==> config.mk <==
export PLATFORM = sky130hd
export DESIGN_NAME = fp_vec_sub_seq
export DESIGN_NICKNAME = d
export VERILOG_FILES = /design/src/rtl/fp_epu_pkg.sv /design/src/rtl/fp_res_fifo.sv /design/src/rtl/fp_vec_sub_seq.sv
export SDC_FILE = /design/constraint.sdc
export NUM_CORES = 1
export LEC_CHECK = 0
export CAP_MARGIN = 15
export CORE_MARGIN = 1.5
export CORE_UTILIZATION = 40
export DETAILED_ROUTE_END_ITERATION = 8
export GPL_TIMING_DRIVEN = 0
export HOLD_SLACK_MARGIN = 0.06
export PLACE_DENSITY = 0.67
export REMOVE_ABC_BUFFERS = 1
export SLEW_MARGIN = 20
export SYNTH_ARGS = -nofsm -noshare
export SYNTH_HDL_FRONTEND = slang
export SYNTH_HIERARCHICAL = 1
export SYNTH_SLANG_ARGS = --single-unit
==> constraint.sdc <==
create_clock -name clk -period 7.9 [get_ports clk]
set_input_delay 2.37 -clock clk [delete_from_list [all_inputs] [get_ports clk]]
set_output_delay 2.37 -clock clk [all_outputs]
set_load 0.1 [all_outputs]
==> src/rtl/fp_epu_pkg.sv <==
`default_nettype none
// ----------------------------------------------------------------------------
// Module   : fp_epu_pkg
// Purpose  : Shared types for the FP32 vector-subtract job sequencer.
// Revision : 1.0 - initial release
// ----------------------------------------------------------------------------
package fp_epu_pkg;

  localparam int FP32_W = 32;

  typedef enum logic [2:0] {
    IDLE      = 3'd0,
    FETCH     = 3'd1,
    ISSUE     = 3'd2,
    WAIT_ACK  = 3'd3,
    WAIT_DONE = 3'd4
  } seq_state_t;

  // Result FIFO entry: last flag rides above the 32-bit result.
  typedef struct packed {
    logic              last;
    logic [FP32_W-1:0] z;
  } res_t;

endpackage
`default_nettype wire

==> src/rtl/fp_res_fifo.sv <==
`default_nettype none
// ----------------------------------------------------------------------------
// Module   : fp_res_fifo
// Purpose  : First-word fall-through result FIFO, power-of-two depth.
// Revision : 1.0 - initial release
// ----------------------------------------------------------------------------
module fp_res_fifo #(
  parameter int WIDTH = 33,
  parameter int DEPTH = 4
) (
  input  logic                       clk,
  input  logic                       rst_n,
  input  logic                       i_push,
  input  logic [WIDTH-1:0]           i_push_data,
  input  logic                       i_pop,
  output logic [WIDTH-1:0]           o_data,
  output logic                       o_valid,
  output logic [$clog2(DEPTH):0]     o_count
);

  localparam int AW = $clog2(DEPTH);
  localparam int CW = AW + 1;
  localparam logic [CW-1:0] c_DEPTH_CNT = CW'(DEPTH);

  logic [WIDTH-1:0] r_mem [DEPTH];
  logic [AW-1:0]    r_wr_ptr;
  logic [AW-1:0]    r_rd_ptr;
  logic [CW-1:0]    r_count;
  logic             w_push;
  logic             w_pop;

  assign w_push = i_push && (r_count != c_DEPTH_CNT);
  assign w_pop  = i_pop && (r_count != '0);

  always_ff @(posedge clk or negedge rst_n) begin
    if (!rst_n) begin
      r_wr_ptr <= '0;
      r_rd_ptr <= '0;
      r_count  <= '0;
    end else begin
      if (w_push) r_wr_ptr <= r_wr_ptr + AW'(1);
      if (w_pop)  r_rd_ptr <= r_rd_ptr + AW'(1);
      case ({w_push, w_pop})
        2'b10:   r_count <= r_count + CW'(1);
        2'b01:   r_count <= r_count - CW'(1);
        default: r_count <= r_count;
      endcase
    end
  end

  // Storage needs no reset; the head is masked to zero while empty.
  always_ff @(posedge clk) begin
    if (w_push) r_mem[r_wr_ptr] <= i_push_data;
  end

  assign o_valid = (r_count != '0);
  assign o_data  = o_valid ? r_mem[r_rd_ptr] : '0;
  assign o_count = r_count;

endmodule
`default_nettype wire

==> src/rtl/fp_vec_sub_seq.sv <==
`default_nettype none
// ----------------------------------------------------------------------------
// Module   : fp_vec_sub_seq
// Purpose  : Job sequencer feeding fp_subber_driver one pair at a time and
//            streaming its results out through a back-pressured FIFO.
// Revision : 1.0 - initial release
// ----------------------------------------------------------------------------
module fp_vec_sub_seq
  import fp_epu_pkg::*;
#(
  parameter int LEN_W     = 16,
  parameter int OUT_DEPTH = 4
) (
  input  logic              clk,
  input  logic              rst_n,
  input  logic              job_start,
  input  logic [LEN_W-1:0]  job_len,
  output logic              job_busy,
  output logic              job_done,
  input  logic              in_valid,
  output logic              in_ready,
  input  logic [FP32_W-1:0] in_a,
  input  logic [FP32_W-1:0] in_b,
  output logic              drv_start,
  output logic [FP32_W-1:0] drv_a,
  output logic [FP32_W-1:0] drv_b,
  input  logic              drv_busy,
  input  logic              drv_done,
  input  logic [FP32_W-1:0] drv_z,
  output logic              out_valid,
  input  logic              out_ready,
  output logic [FP32_W-1:0] out_z,
  output logic              out_last
);

  localparam int CW = $clog2(OUT_DEPTH) + 1;
  localparam logic [CW-1:0]    c_DEPTH_CNT = CW'(OUT_DEPTH);
  localparam logic [LEN_W-1:0] c_ONE       = LEN_W'(1);

  seq_state_t        r_state;
  seq_state_t        w_state_nxt;
  logic [LEN_W-1:0]  r_remaining;
  logic [LEN_W-1:0]  w_remaining_nxt;
  logic [FP32_W-1:0] r_drv_a;
  logic [FP32_W-1:0] r_drv_b;
  logic              r_job_done;
  logic              w_job_done_nxt;
  logic              w_in_ready;
  logic              w_drv_start;
  logic              w_load_ops;
  logic              w_push;
  logic              w_pop;
  logic              w_fifo_valid;
  logic [CW-1:0]     w_fifo_count;
  res_t              w_push_data;
  res_t              w_head;

  assign w_push_data = '{last: (r_remaining == c_ONE), z: drv_z};

  always_comb begin
    w_state_nxt     = r_state;
    w_remaining_nxt = r_remaining;
    w_job_done_nxt  = 1'b0;
    w_in_ready      = 1'b0;
    w_drv_start     = 1'b0;
    w_load_ops      = 1'b0;
    w_push          = 1'b0;
    case (r_state)
      IDLE: begin
        if (job_start) begin
          w_remaining_nxt = job_len;
          if (job_len == '0) w_job_done_nxt = 1'b1;
          else               w_state_nxt    = FETCH;
        end
      end
      FETCH: begin
        // Only take a pair when its result is guaranteed a FIFO slot.
        w_in_ready = (w_fifo_count < c_DEPTH_CNT);
        if (in_valid && w_in_ready) begin
          w_load_ops  = 1'b1;
          w_state_nxt = ISSUE;
        end
      end
      ISSUE: begin
        w_drv_start = 1'b1;
        w_state_nxt = WAIT_ACK;
      end
      WAIT_ACK: begin
        // drv_done may still be high from the previous element; wait for busy.
        if (drv_busy) w_state_nxt = WAIT_DONE;
      end
      WAIT_DONE: begin
        if (!drv_busy && drv_done) begin
          w_push          = 1'b1;
          w_remaining_nxt = r_remaining - c_ONE;
          if (r_remaining == c_ONE) begin
            w_job_done_nxt = 1'b1;
            w_state_nxt    = IDLE;
          end else begin
            w_state_nxt = FETCH;
          end
        end
      end
      default: w_state_nxt = IDLE;
    endcase
  end

  always_ff @(posedge clk or negedge rst_n) begin
    if (!rst_n) begin
      r_state     <= IDLE;
      r_remaining <= '0;
      r_drv_a     <= '0;
      r_drv_b     <= '0;
      r_job_done  <= 1'b0;
    end else begin
      r_state     <= w_state_nxt;
      r_remaining <= w_remaining_nxt;
      r_job_done  <= w_job_done_nxt;
      if (w_load_ops) begin
        r_drv_a <= in_a;
        r_drv_b <= in_b;
      end
    end
  end

  assign w_pop = w_fifo_valid && out_ready;

  fp_res_fifo #(
    .WIDTH ($bits(res_t)),
    .DEPTH (OUT_DEPTH)
  ) u_res_fifo (
    .clk         (clk),
    .rst_n       (rst_n),
    .i_push      (w_push),
    .i_push_data (w_push_data),
    .i_pop       (w_pop),
    .o_data      (w_head),
    .o_valid     (w_fifo_valid),
    .o_count     (w_fifo_count)
  );

  assign job_busy  = (r_state != IDLE);
  assign job_done  = r_job_done;
  assign in_ready  = w_in_ready;
  assign drv_start = w_drv_start;
  assign drv_a     = r_drv_a;
  assign drv_b     = r_drv_b;
  assign out_valid = w_fifo_valid;
  assign out_z     = w_head.z;
  assign out_last  = w_head.last;

endmodule
`default_nettype wire
# Word-level counts from Yosys, hierarchy flattened
# Memory sizes are Yosys's and may differ from the RTL's.
# Index checks and enable logic that the tools add are counted.
[totals]
out_inout_bits = 102
mem_count = 1
ram_bits = 132
register_bits = 91
input_bits = 119
[classes]
n_lt_le_gt_ge = 1
eq_ne = 13
n_addsub = 5
n_mux = 25
reduce_logical = 14
[mem_list]
columns = ["name", "words", "word_bits", "read_ports", "rd_clocked_by_memory_dff", "write_ports", "line", "rtl"]
rows = [
  ["u_res_fifo.r_mem", 4, 33, 1, 0, 1, "fp_res_fifo.sv:25", "logic [WIDTH-1:0] r_mem [DEPTH];"],
]
[ops]
columns = ["op", "n"]
rows = [
  ["$mux 33", 1],
  ["$mux 16", 2],
  ["$pmux 16 s2", 1],
  ["$eq 16x1->1 const B", 1],
  ["$logic_not 16->1", 1],
  ["$sub 16x1->16 const B", 1],
  ["$mux 3", 5],
  ["$pmux 3 s5", 1],
  ["$mux 1", 13],
  ["$ne 2x2->1 const B", 5],
  ["$eq 3x2->1 const B", 2],
  ["$pmux 3 s2", 1],
  ["$reduce_bool 3->1", 2],
  ["$logic_and 1x1->1", 5],
  ["$reduce_and 5->1", 1],
  ["$add 2x1->2 const B", 2],
  ["$reduce_bool 2->1", 2],
  ["$add 3x1->3 const B", 1],
  ["$eq 3x1->1 const B", 1],
  ["$eq 3x3->1 const B", 1],
  ["$logic_not 3->1", 1],
  ["$lt 3x3->1 const B", 1],
  ["$ne 3x3->1 const B", 1],
  ["$reduce_and 3->1", 1],
  ["other kinds (5)", 5],
]

# Depth between registers and ports, before layout
[logic_depth]
depth_word = 7
ltp_mapped = 12

# Hierarchy
# The synthesis kept the hierarchy.
[modules_own_cells]
columns = ["mod", "cells_per_inst", "n_inst", "seq_area_each_um2", "area_per_inst_um2"]
rows = [
  ["fp_res_fifo", 247, 1, 4139.0, 5447.7],
  ["fp_vec_sub_seq", 306, 1, 2102.0, 3779.9],
]

# Worst setup path after synthesis
# OpenSTA, ideal clock, no wires.
[synth_timing]
path_kind = "register to output"
startpoint = "reg r_state[1]"
endpoint = "out drv_start"
setup_slack_ns = 2.519
path_stages_with_launch = 4
arrival_ns = 3.011
required_time_ns = 5.530
cell_sequence = "dfrtp_1 -> clkbuf_1 -> clkbuf_1 -> nor3b_1"
[synth_between]
elab_chain_len = 2
[synth_lines]
columns = ["item", "line", "rtl"]
rows = [
  ["start, declared", "fp_vec_sub_seq.sv:40", "seq_state_t r_state;"],
  ["start signal, assigned", "fp_vec_sub_seq.sv:116", "r_state <= w_state_nxt;"],
  ["$eq 3x2->1", "fp_vec_sub_seq.sv:68", "case (r_state)"],
  ["$mux 1", "fp_vec_sub_seq.sv:68", ""],
  ["end, declared", "fp_vec_sub_seq.sv:24", "output logic drv_start,"],
]
# Every way passes these cells.

# Worst setup path after layout
[layout_timing]
startpoint = "reg u_res_fifo.r_rd_ptr[0]"
endpoint = "out out_z[28]"
[layout_between]
elab_chain_len = 2
[layout_lines]
columns = ["item", "line", "rtl"]
rows = [
  ["start, declared", "fp_res_fifo.sv:27", "logic [AW-1:0] r_rd_ptr;"],
  ["start signal, assigned", "fp_res_fifo.sv:42", "if (w_pop) r_rd_ptr <= r_rd_ptr + AW'(1);"],
  ["$mem_v2 4x33", "--", ""],
  ["$mux 33", "fp_res_fifo.sv:57", "assign o_data = o_valid ? r_mem[r_rd_ptr] : '0;"],
  ["end, declared", "fp_vec_sub_seq.sv:32", "output logic [FP32_W-1:0] out_z,"],
]
# Every way passes these cells.

==> results.json <==
{
  "dp_hpwl_um": 14090,
  "cts_buffer_depth": 3,
  "ys.flop_type": "edfxtp_1",
  "min_from": "drv_b[21]",
  "syn-cell-area_um2": 9228,
  "arrival_ns": 3.19,
  "setup.worst_path.end_class": "primary output",
  "status": "completed",
  "timing.final.crit_period_ns": 5.565,
  "multi_input_area_um2": 2761,
  "ys_seq_area_share_pct": 67.63,
  "synth_edf_count": 132,
  "slew_headroom_pct": 24.81,
  "dieHeight_um": 154.9,
  "fill_cells": 1786,
  "path_clk_slew_ns": 0.06,
  "avgSynthCellArea_um2": 16.69,
  "grt_pass1_vias": 6136,
  "vias": 5682,
  "yosysMostFrequentCell": "edfxtp_1",
  "synth_cells": 553,
  "crit_path_start_kind": "flip-flop",
  "yosys-top-cells-area": "edfxtp_1 (43%), dfrtp_1 (25%), mux2_2 (7.9%), mux4_2 (6.8%), and2_1 (2.7%)",
  "use_met2_pct": 29.53,
  "placed_area_um2": 11780,
  "crit_fanout": 35,
  "drive_gt1_share_pct": 19.80,
  "diodes": 0,
  "synth_top_area_share_pct": 42.96,
  "crit_type": "reg2out",
  "finalClockSkew_ns": 0.01354,
  "seq_area_um2": 6246,
  "synth_cell_types": 57,
  "grt_pass1_wl_um": 32730,
  "cts_resized": 0,
  "cts_setup_buffers": 0,
  "port_buffers": 220,
  "cp.required_ns": 5.53,
  "globalRouteTotalUtil_pct": 17.21,
  "clock_latency_ns": 0.51,
  "holdPathStages": 1,
  "nets": 902,
  "rsz0062_at_grt": "false",
  "grt_antenna_before_repair": 0,
  "wl_per_cell_um": 19.05,
  "cts.sinks": 223,
  "clockRootBuffer": "clkbuf_16",
  "gr-total-overflow": 0,
  "grt_util_met3_pct": 6.100,
  "yosys_warnings": 6,
  "wirelength_um": 20540,
  "worstHoldPathType": "reg2reg",
  "die_x_um": 154.9,
  "cts_tree": "built",
  "io_pins": 221,
  "finalSetupViolCount": 0,
  "via_per_inst": 5.271,
  "r2r-end": "u_res_fifo/r_mem[2][28]",
  "rows": 55,
  "die_area_um2": 23990,
  "drt_iter0_drc": 360,
  "r2r_slack_ns": 4.17,
  "place.gp.congestion": 0.8704,
  "finalInstanceArea_um2": 12670,
  "synth-seq-cells": 223,
  "area_delta_synth_final_pct": 37.29,
  "holdPathEnd": "drv_b[21]",
  "min_period_over_period_pct": 70.44,
  "hold_violations": 0,
  "grt_start_max_net_pins": 50,
  "drv_cap": 0,
  "max_freq_mhz": 179.7,
  "ctsHoldBuffers": 0,
  "ant_nets": 0,
  "yosysTopAreaCell": "edfxtp_1",
  "firstDrtPassIters": 5,
  "r2r-start": "r_state[2]",
  "cts-htree-levels": 1,
  "grt_util_met1_pct": 20.46,
  "yosys-top-cells-count": "edfxtp_1 (132), dfrtp_1 (91), mux2_2 (65)",
  "top_usage_layer": "met2",
  "tightest_slew_ns": 1.126,
  "synthArstFlopShare_pct": 40.81,
  "fp.coreArea_um2": 22640,
  "reg2reg_depth": 6,
  "drv_slew": 0,
  "fin_tns_setup_ns": 0,
  "drc": 0,
  "start_util_pct": 40.76,
  "cts_buffers": 24
}
## critical path: stages (launching register included)
cell and delay [ns]:
dfrtp_4 0.88, mux4_1 0.64, and2_1 0.18, clkdlybuf4s50_1 0.96
## sequential cells by signal (all words and copies together) (netlist names)
register / flops
u_res_fifo/r_mem: 132
drv_a: 32
drv_b: 32
r_remaining: 16
r_state: 3
u_res_fifo/o_count: 3
u_res_fifo/r_rd_ptr: 2
u_res_fifo/r_wr_ptr: 2
job_done: 1
## worst max-delay path by stage
stage / cells past startpoint / slack (ns) / endpoint / start
after floorplan: 2 / 2.60 / in_ready / r_state[2]
after global placement: 1 / 1.26 / drv_b[1] / rst_n
after detailed placement: 3 / 2.82 / out_z[27] / u_res_fifo/r_rd_ptr[0]
after CTS: 3 / 2.26 / out_z[28] / u_res_fifo/r_rd_ptr[0]
after global routing: 3 / 2.19 / out_z[27] / u_res_fifo/r_rd_ptr[0]
final: 3 / 2.34 / out_z[28] / u_res_fifo/r_rd_ptr[0]
## metrics by stage
stage / worst slack [ns] / std cells / utilization [%] / hold WS [ns]
6_report: 2.335 / 1078 / 55.95 / 0.5026
3_3_place_gp: 1.257 / 1027 / 51.18 / 0.4768
5_1_grt: 2.189 / 1078 / 55.95 / 0.5242
4_1_cts: 2.265 / 1078 / 55.95 / 0.5059
3_5_place_dp: 2.818 / 1034 / 52.01 / 0.4921
2_1_floorplan: 2.602 / 522 / - / 0.4612
## cells by family (layout without fill, tap and decap cells)
logic type	count (synthesis)	after routing	synth area share [%]
DFF	223	223	67.63
and+or+nand+nor	118	118	7.580
muxes	99	99	16.30
AOI/OAI and AO/OA	57	57	4.136
buffers and inverters	42	282	2.617
adders and majority gates	8	8	1.166
xor gates and xnor gates	6	6	0.5696
## layout make-up
| type | count | area share [%] |
|---|---|---|
| clock buffer | 27 | 5.077 |
| clock inverter | 17 | 1.965 |
| inverter | 11 | 0.3358 |
| multi-input combinational | 288 | 21.80 |
| sequential | 223 | 49.30 |
| tap | 285 | 2.815 |
| timing repair buffer | 227 | 18.71 |
## cell usage in the layout (no fill, tap or decap), types with 3 or more instances in the layout
cell type,count
nand2b_1,5
nor4_1,10
o21ai_0,10
clkinv_4,5
nor2_1,17
a21oi_1,16
bufinv_16,6
ha_1,7
nand3_1,3
o22ai_1,4
edfxtp_1,132
buf_16,4
inv_1,10
and2_2,4
xor2_1,3
nand2_1,10
o211ai_1,3
xnor2_1,3
mux4_2,28
buf_12,3
clkinv_1,4
nor3_1,6
mux4_1,5
clkbuf_16,25
clkinv_2,3
mux2_2,65
and2_1,36
clkdlybuf4s50_1,219
nand4_1,4
dfrtp_1,89
## routing by layer
metal / wire length [um] / vias to the layer above
li1: - / 2574
met1: 8095 / 2797
met2: 9985 / 267
met3: 2005 / 44
met4: 453 / 0
met5: 0 / -
Power is not shown: default switching activity piles up to over one toggle a cycle in this logic, so the estimate is an artifact.
